===== config.mk =====
export PLATFORM = sky130hd
export DESIGN_NAME = sprite_anim_ctrl
export DESIGN_NICKNAME = d
export VERILOG_FILES = /design/src/rtl/sprite_pkg.sv /design/src/rtl/sprite_frame_timer.sv /design/src/rtl/sprite_anim_ctrl.sv
export SDC_FILE = /design/constraint.sdc
export NUM_CORES = 1
export LEC_CHECK = 0
export ABC_AREA = 1
export BUFFER_PORTS_ARGS = -buffer_cell sky130_fd_sc_hd__buf_2
export CAP_MARGIN = 20
export CORE_UTILIZATION = 30
export CTS_CLUSTER_DIAMETER = 80
export DETAILED_ROUTE_END_ITERATION = 12
export PLACE_DENSITY = 0.53
export SYNTH_ARGS = -nofsm -noshare
export SYNTH_HDL_FRONTEND = slang
export SYNTH_SLANG_ARGS = --single-unit

===== constraint.sdc =====
create_clock -name vga_clk -period 4 [get_ports vga_clk]
set_input_delay 0.6 -clock vga_clk [delete_from_list [all_inputs] [get_ports vga_clk]]
set_output_delay 0.6 -clock vga_clk [all_outputs]
set_load 0.01 [all_outputs]

===== src/rtl/sprite_pkg.sv =====
// Shared types and constants for the animated sprite controller.
// Build option: SPRITE_MIRROR_EN adds a horizontal-mirror input.
package sprite_pkg;

  typedef enum logic {
    IDLE = 1'b0,
    PLAY = 1'b1
  } anim_state_t;

  localparam int unsigned V_ACTIVE = 480;
  localparam int unsigned H_ACTIVE = 640;

  function automatic int unsigned frame_base(
    input int unsigned f,
    input int unsigned w,
    input int unsigned h
  );
    return f * w * h;
  endfunction

endpackage


===== src/rtl/sprite_frame_timer.sv =====
// Vertical frame tick detector and per-sprite-frame tick counter.
// Build option: none (SPRITE_MIRROR_EN only affects the top).
module sprite_frame_timer #(
  parameter int unsigned V_ACTIVE = 480,
  parameter int unsigned TICKS_PF = 6
) (
  input  logic       clk,
  input  logic       rst_n,
  input  logic [9:0] draw_y,
  input  logic       clr,
  input  logic       run,
  output logic       frame_tick,
  output logic       adv
);
  localparam int unsigned CNT_W =
    (TICKS_PF > 1) ? $clog2(TICKS_PF) : 1;

  logic             at_v;
  logic             at_v_q;
  logic             last;
  logic [CNT_W-1:0] cnt_q;
  logic [CNT_W-1:0] cnt_d;

  assign at_v       = (draw_y == 10'(V_ACTIVE));
  assign frame_tick = at_v & ~at_v_q;
  assign last       = (cnt_q == CNT_W'(TICKS_PF - 1));
  assign adv        = run & frame_tick & ~clr & last;

  // A start pulse clears the count and swallows a coincident tick.
  always_comb begin
    cnt_d = cnt_q;
    if (clr) begin
      cnt_d = '0;
    end else if (run && frame_tick) begin
      cnt_d = last ? '0 : cnt_q + 1'b1;
    end
  end

  always_ff @(posedge clk or negedge rst_n) begin
    if (!rst_n) begin
      at_v_q <= 1'b0;
      cnt_q  <= '0;
    end else begin
      at_v_q <= at_v;
      cnt_q  <= cnt_d;
    end
  end

endmodule


===== src/rtl/sprite_anim_ctrl.sv =====
// Animated sprite sequencer: frame FSM, ROM address and pixel flag.
// Build option: SPRITE_MIRROR_EN adds input mirror (horizontal flip).
module sprite_anim_ctrl #(
  parameter int unsigned SPR_W    = 32,
  parameter int unsigned SPR_H    = 32,
  parameter int unsigned N_FRAMES = 4,
  parameter int unsigned ADDR_W   = 13,
  parameter int unsigned IDX_W    = 6,
  parameter int unsigned TICKS_PF = 6,
  parameter int unsigned V_ACTIVE = 480
) (
  input  logic                        vga_clk,
  input  logic                        reset_n,
  input  logic [9:0]                  DrawX,
  input  logic [9:0]                  DrawY,
  input  logic                        blank,
  input  logic [9:0]                  pos_x,
  input  logic [9:0]                  pos_y,
  input  logic                        start,
  input  logic                        loop,
`ifdef SPRITE_MIRROR_EN
  input  logic                        mirror,
`endif
  output logic [ADDR_W-1:0]           rom_addr,
  input  logic [IDX_W-1:0]            rom_q,
  output logic [IDX_W-1:0]            pix_index,
  output logic                        pix_valid,
  output logic [$clog2(N_FRAMES)-1:0] frame_idx,
  output logic                        busy,
  output logic                        done
);
  import sprite_pkg::*;

  localparam int unsigned FW = $clog2(N_FRAMES);

  anim_state_t       state_q, state_d;
  logic [FW-1:0]     frame_q, frame_d;
  logic              loop_q, loop_d;
  logic              done_q, done_d;
  logic [9:0]        px_q, py_q;
  logic              frame_tick;
  logic              adv;
  logic [10:0]       dx, dy;
  logic              in_x, in_y, in_box;
  logic [ADDR_W-1:0] col, row, base;
  logic [IDX_W-1:0]  pix_index_q;
  logic              pix_valid_q;

  sprite_frame_timer #(
    .V_ACTIVE (V_ACTIVE),
    .TICKS_PF (TICKS_PF)
  ) u_timer (
    .clk        (vga_clk),
    .rst_n      (reset_n),
    .draw_y     (DrawY),
    .clr        (start),
    .run        (state_q == PLAY),
    .frame_tick (frame_tick),
    .adv        (adv)
  );

  always_comb begin
    state_d = state_q;
    frame_d = frame_q;
    loop_d  = loop_q;
    done_d  = 1'b0;
    if (start) begin
      state_d = PLAY;
      frame_d = '0;
      loop_d  = loop;
    end else if (adv) begin
      if (frame_q != FW'(N_FRAMES - 1)) begin
        frame_d = frame_q + 1'b1;
      end else if (loop_q) begin
        frame_d = '0;
      end else begin
        state_d = IDLE;
        frame_d = '0;
        done_d  = 1'b1;
      end
    end
  end

  always_ff @(posedge vga_clk or negedge reset_n) begin
    if (!reset_n) begin
      state_q <= IDLE;
      frame_q <= '0;
      loop_q  <= 1'b0;
      done_q  <= 1'b0;
    end else begin
      state_q <= state_d;
      frame_q <= frame_d;
      loop_q  <= loop_d;
      done_q  <= done_d;
    end
  end

  // Position only moves in vertical blank so a frame never tears.
  always_ff @(posedge vga_clk or negedge reset_n) begin
    if (!reset_n) begin
      px_q <= '0;
      py_q <= '0;
    end else if (frame_tick) begin
      px_q <= pos_x;
      py_q <= pos_y;
    end
  end

`ifdef SPRITE_MIRROR_EN
  logic mir_q;

  always_ff @(posedge vga_clk or negedge reset_n) begin
    if (!reset_n) begin
      mir_q <= 1'b0;
    end else if (frame_tick) begin
      mir_q <= mirror;
    end
  end
`endif

  assign dx     = {1'b0, DrawX} - {1'b0, px_q};
  assign dy     = {1'b0, DrawY} - {1'b0, py_q};
  assign in_x   = (DrawX >= px_q) && (dx < 11'(SPR_W));
  assign in_y   = (DrawY >= py_q) && (dy < 11'(SPR_H));
  assign in_box = in_x & in_y;

`ifdef SPRITE_MIRROR_EN
  assign col = mir_q ? ADDR_W'(SPR_W - 1) - ADDR_W'(dx)
                     : ADDR_W'(dx);
`else
  assign col = ADDR_W'(dx);
`endif
  assign row  = ADDR_W'(dy);
  assign base = ADDR_W'(frame_base(32'(frame_q), SPR_W, SPR_H));

  assign rom_addr = in_box ? base + row * ADDR_W'(SPR_W) + col
                           : '0;

  // ROM answers on the falling edge; register it with its box flag.
  always_ff @(posedge vga_clk or negedge reset_n) begin
    if (!reset_n) begin
      pix_index_q <= '0;
      pix_valid_q <= 1'b0;
    end else begin
      pix_index_q <= rom_q;
      pix_valid_q <= in_box & blank & (|rom_q);
    end
  end

  assign pix_index = pix_index_q;
  assign pix_valid = pix_valid_q;
  assign frame_idx = frame_q;
  assign busy      = (state_q == PLAY);
  assign done      = done_q;

endmodule


==> out/qor.yml <==
drtPass1Iterations: 4
grt_pass1_wl_um: 11900
slew_viol_final: 0
cts_made_buffers: 5
antenna_found_initial: 0
p_leak_uw: 0.00216
synthArstFlopShare: 1.00
dr.first_iter.drc_count: 61
cp.arrival_ns: 3.25
cp_max_fo: 2
area_growth_pct: 27.2
crit_type: "in2out"
finalClockSkew_ns: 0.00576
max-cap-violations: 0
synth_edf_count: 0
drc: 0
num_io_pins: 75
grt_max_degree: 39
finalHoldWorstSlack_ns: 0.401
die_x_um: 102
max_freq_mhz: 260
postLayoutCellArea_um2: 3810
max-slew-margin-rel: 0.380
combPwrFrac: 0.338
swShare: 0.315
synth_warnings: 0
hold_viol_final: 0
p_total_uw: 1050
synthesis.area_um2: 3000
synth_compound_area_frac: 0.0831
synth_ff_type: "dfrtp_1"
core_region_area_um2: 9730
hp-class: "in2async"
ant_nets: 0
synth.area.top_cells: "dfrtp_1 (30%), nand2_1 (15%), ha_1 (14%)"
yosysSeqAreaShare: 0.301
cts_tree: "yes"
yosysTopAreaCellShare: 0.301
cts.path.max_buffers: 2
synth_top_family_by_area: "simple AND/OR/NAND/NOR gates"
num_rows: 36
tightestPinTransition_ns: 0.929
rsz0062_at_grt: "true"
critPathLaunchType: "primary input"
setup_violations: 0
cts.sinks: 36
ctsHtreeMaxLevel: 2
outcome: "complete, no violations"
initial_core_util: 0.308
avgSynthCellArea_um2: 7.06
num_vias: 2783
utilization: 0.392
synth.net_count: 511
clockPowerShare: 0.299
die-area_um2: 10400
ir_drop_mv: 0.191
die_h_um: 102
port_buffers: 74
drive_gt1_frac: 0.281
cp.required_ns: 3.40
dp_hpwl_um: 5850
min_period_over_period: 0.963
cts_root_buffer: "clkbuf_8"
synth-simple-area-share: 0.295
syn_inst: 424
synth_xor_xnor_area_share: 0.0468
gr-total-overflow: 0
routed_wl_um: 6980
internal_power_uw: 719
place.gp.congestion: 0.827
p_seq_frac: 0.363
synthAdderAreaFrac: 0.158
diodes: 0
layout.nets: 602
p_sw_uw: 330
wl_per_cell_um: 10.7
first_global_vias: 2691
ff2ff_path_depth: 15
dpl-instance-area_um2: 3610
clkSlewWorstSetupHoldPaths_ns: 0.07
setup_tns_ns: 0
period_needed_ns: 3.85
yosysTopAreaCell: "dfrtp_1"
clk_latency_ns: 0.29
synthMuxAreaShare: 0
cp-end-kind: "primary output"
synth.distinct_cells: 29
grt_usage: 0.146
synth-seq-cells: 36
via_per_inst: 4.29
power_density_nw_per_um2: 275
-- flip-flops by register name, indices dropped and copies added (netlist names) --
register / flops
busy: 1
done: 1
frame_idx: 2
loop_q: 1
pix_index: 6
pix_valid: 1
px_q: 10
py_q: 10
u_timer.at_v_q: 1
u_timer.cnt_q: 3
-- through the flow --
step	setup slack, ns	instances
after detailed placement	-0.236	640
after CTS	-0.0157	649
after global placement	-0.205	640
after floorplan	0.0290	424
final	0.147	649
after global routing	-0.0789	649
-- logic make-up after synthesis --
family / after synthesis
xor gates and xnor gates: 16
and+or+nand+nor: 199
AOI/OAI and AO/OA: 47
buffers and inverters: 90
adders and majority gates: 36
DFF: 36
-- final timing paths --
| check | start | to | slack (ns) |
|---|---|---|---|
| setup / recovery | DrawX[0] | rom_addr[12] | 0.15 |
| max in group asynchronous | reset_n | py_q[2] | 3.10 |
| hold / removal | reset_n | px_q[9] | 0.40 |
| hold reg to reg | loop_q | loop_q | 0.49 |
| setup reg to reg | py_q[0] | pix_valid | 1.67 |
| min in group vga_clk | rom_q[1] | pix_index[1] | 0.43 |
-- layout make-up --
cell class                 instances  area [um2]
clock inverter                     2        35.0
sequential                        36         901
tap                              133         166
timing repair buffer              89         489
multi-input combinational        298        1820
inverter                          85         324
fill                            1075        5920
clock buffer                       6        72.6
-- cell usage after synthesis, types with 2 or more instances --
cell / number
clkbuf_1: 2
inv_1: 84
nand2_1: 116
ha_1: 33
o21ai_0: 26
nand4_1: 7
a21oi_2: 3
buf_2: 2
a21oi_1: 16
nand3_1: 21
xnor2_1: 6
xor2_1: 10
nand3_2: 3
or2_2: 2
fa_1: 3
dfrtp_1: 36
nor2_1: 25
nand2_2: 7
nor2_2: 12
-- metal layers --
layer / share of wire / vias to the layer above / track usage / routed length, um
met2: 0.45 / 56 / 0.240 / 3110
li1: - / 1492 / - / -
met5: 0 / - / 0 / 0
met1: 0.49 / 1226 / 0.196 / 3430
met3: 0.048 / 9 / 0.0267 / 333
met4: 0.014 / 0 / 0.0429 / 98
-- repair_timing --
| action | 4_1_cts | 5_1_grt |
|---|---|---|
| hold buffers | 0 | 0 |
| resized for setup | 18 | 7 |
| endpoints found under the setup margin | 3 | 4 |
| buffers inserted | 1 | 0 |
| pin swaps | 15 | 13 |
-- layout by cell type, fill, tap and decap left out, types with 2 or more instances in the layout --
master / netlist / routed
dfrtp_1: 36 / 36
xor2_1: 10 / 9
buf_2: 2 / 73
nand3_1: 21 / 21
a21oi_1: 16 / 14
nand2_1: 116 / 112
or2_2: 2 / 2
o21ai_2: 0 / 2
o21ai_0: 26 / 24
inv_2: 1 / 2
buf_4: 0 / 15
a21oi_2: 3 / 5
ha_1: 33 / 30
xnor2_1: 6 / 5
nand3_2: 3 / 3
inv_4: 0 / 2
nor2_2: 12 / 12
clkbuf_8: 0 / 5
nor2_1: 25 / 25
fa_2: 0 / 3
inv_1: 84 / 81
nand2_2: 7 / 11
ha_4: 0 / 2
nand4_1: 7 / 7
-- power by group through the flow --
stage | combinational (uW) | clock (uW) | sequential (uW)
floorplan | 222 | 0 | 389
global placement | 332 | 0 | 388
detailed placement | 334 | 0 | 388
CTS | 348 | 325 | 381
global route | 408 | 339 | 382
finish | 354 | 313 | 381
-- worst max-delay path, stage by stage --
cell     delay [ns]
buf_6          0.09
inv_4          0.04
ha_4           0.12
inv_4          0.03
fa_2           0.35
nand2_2        0.07
nand2_2        0.06
nand2_2        0.07
o21ai_2        0.07
xnor2_2        0.14
inv_1          0.06
ha_1           0.28
ha_2           0.18
inv_2          0.04
fa_2           0.35
o21ai_2        0.15
nand2_1        0.06
nand2_1        0.07
a21oi_2        0.06
xor2_1         0.14
nor2_1         0.08
buf_2          0.14
(Power assumes the default switching activity.)
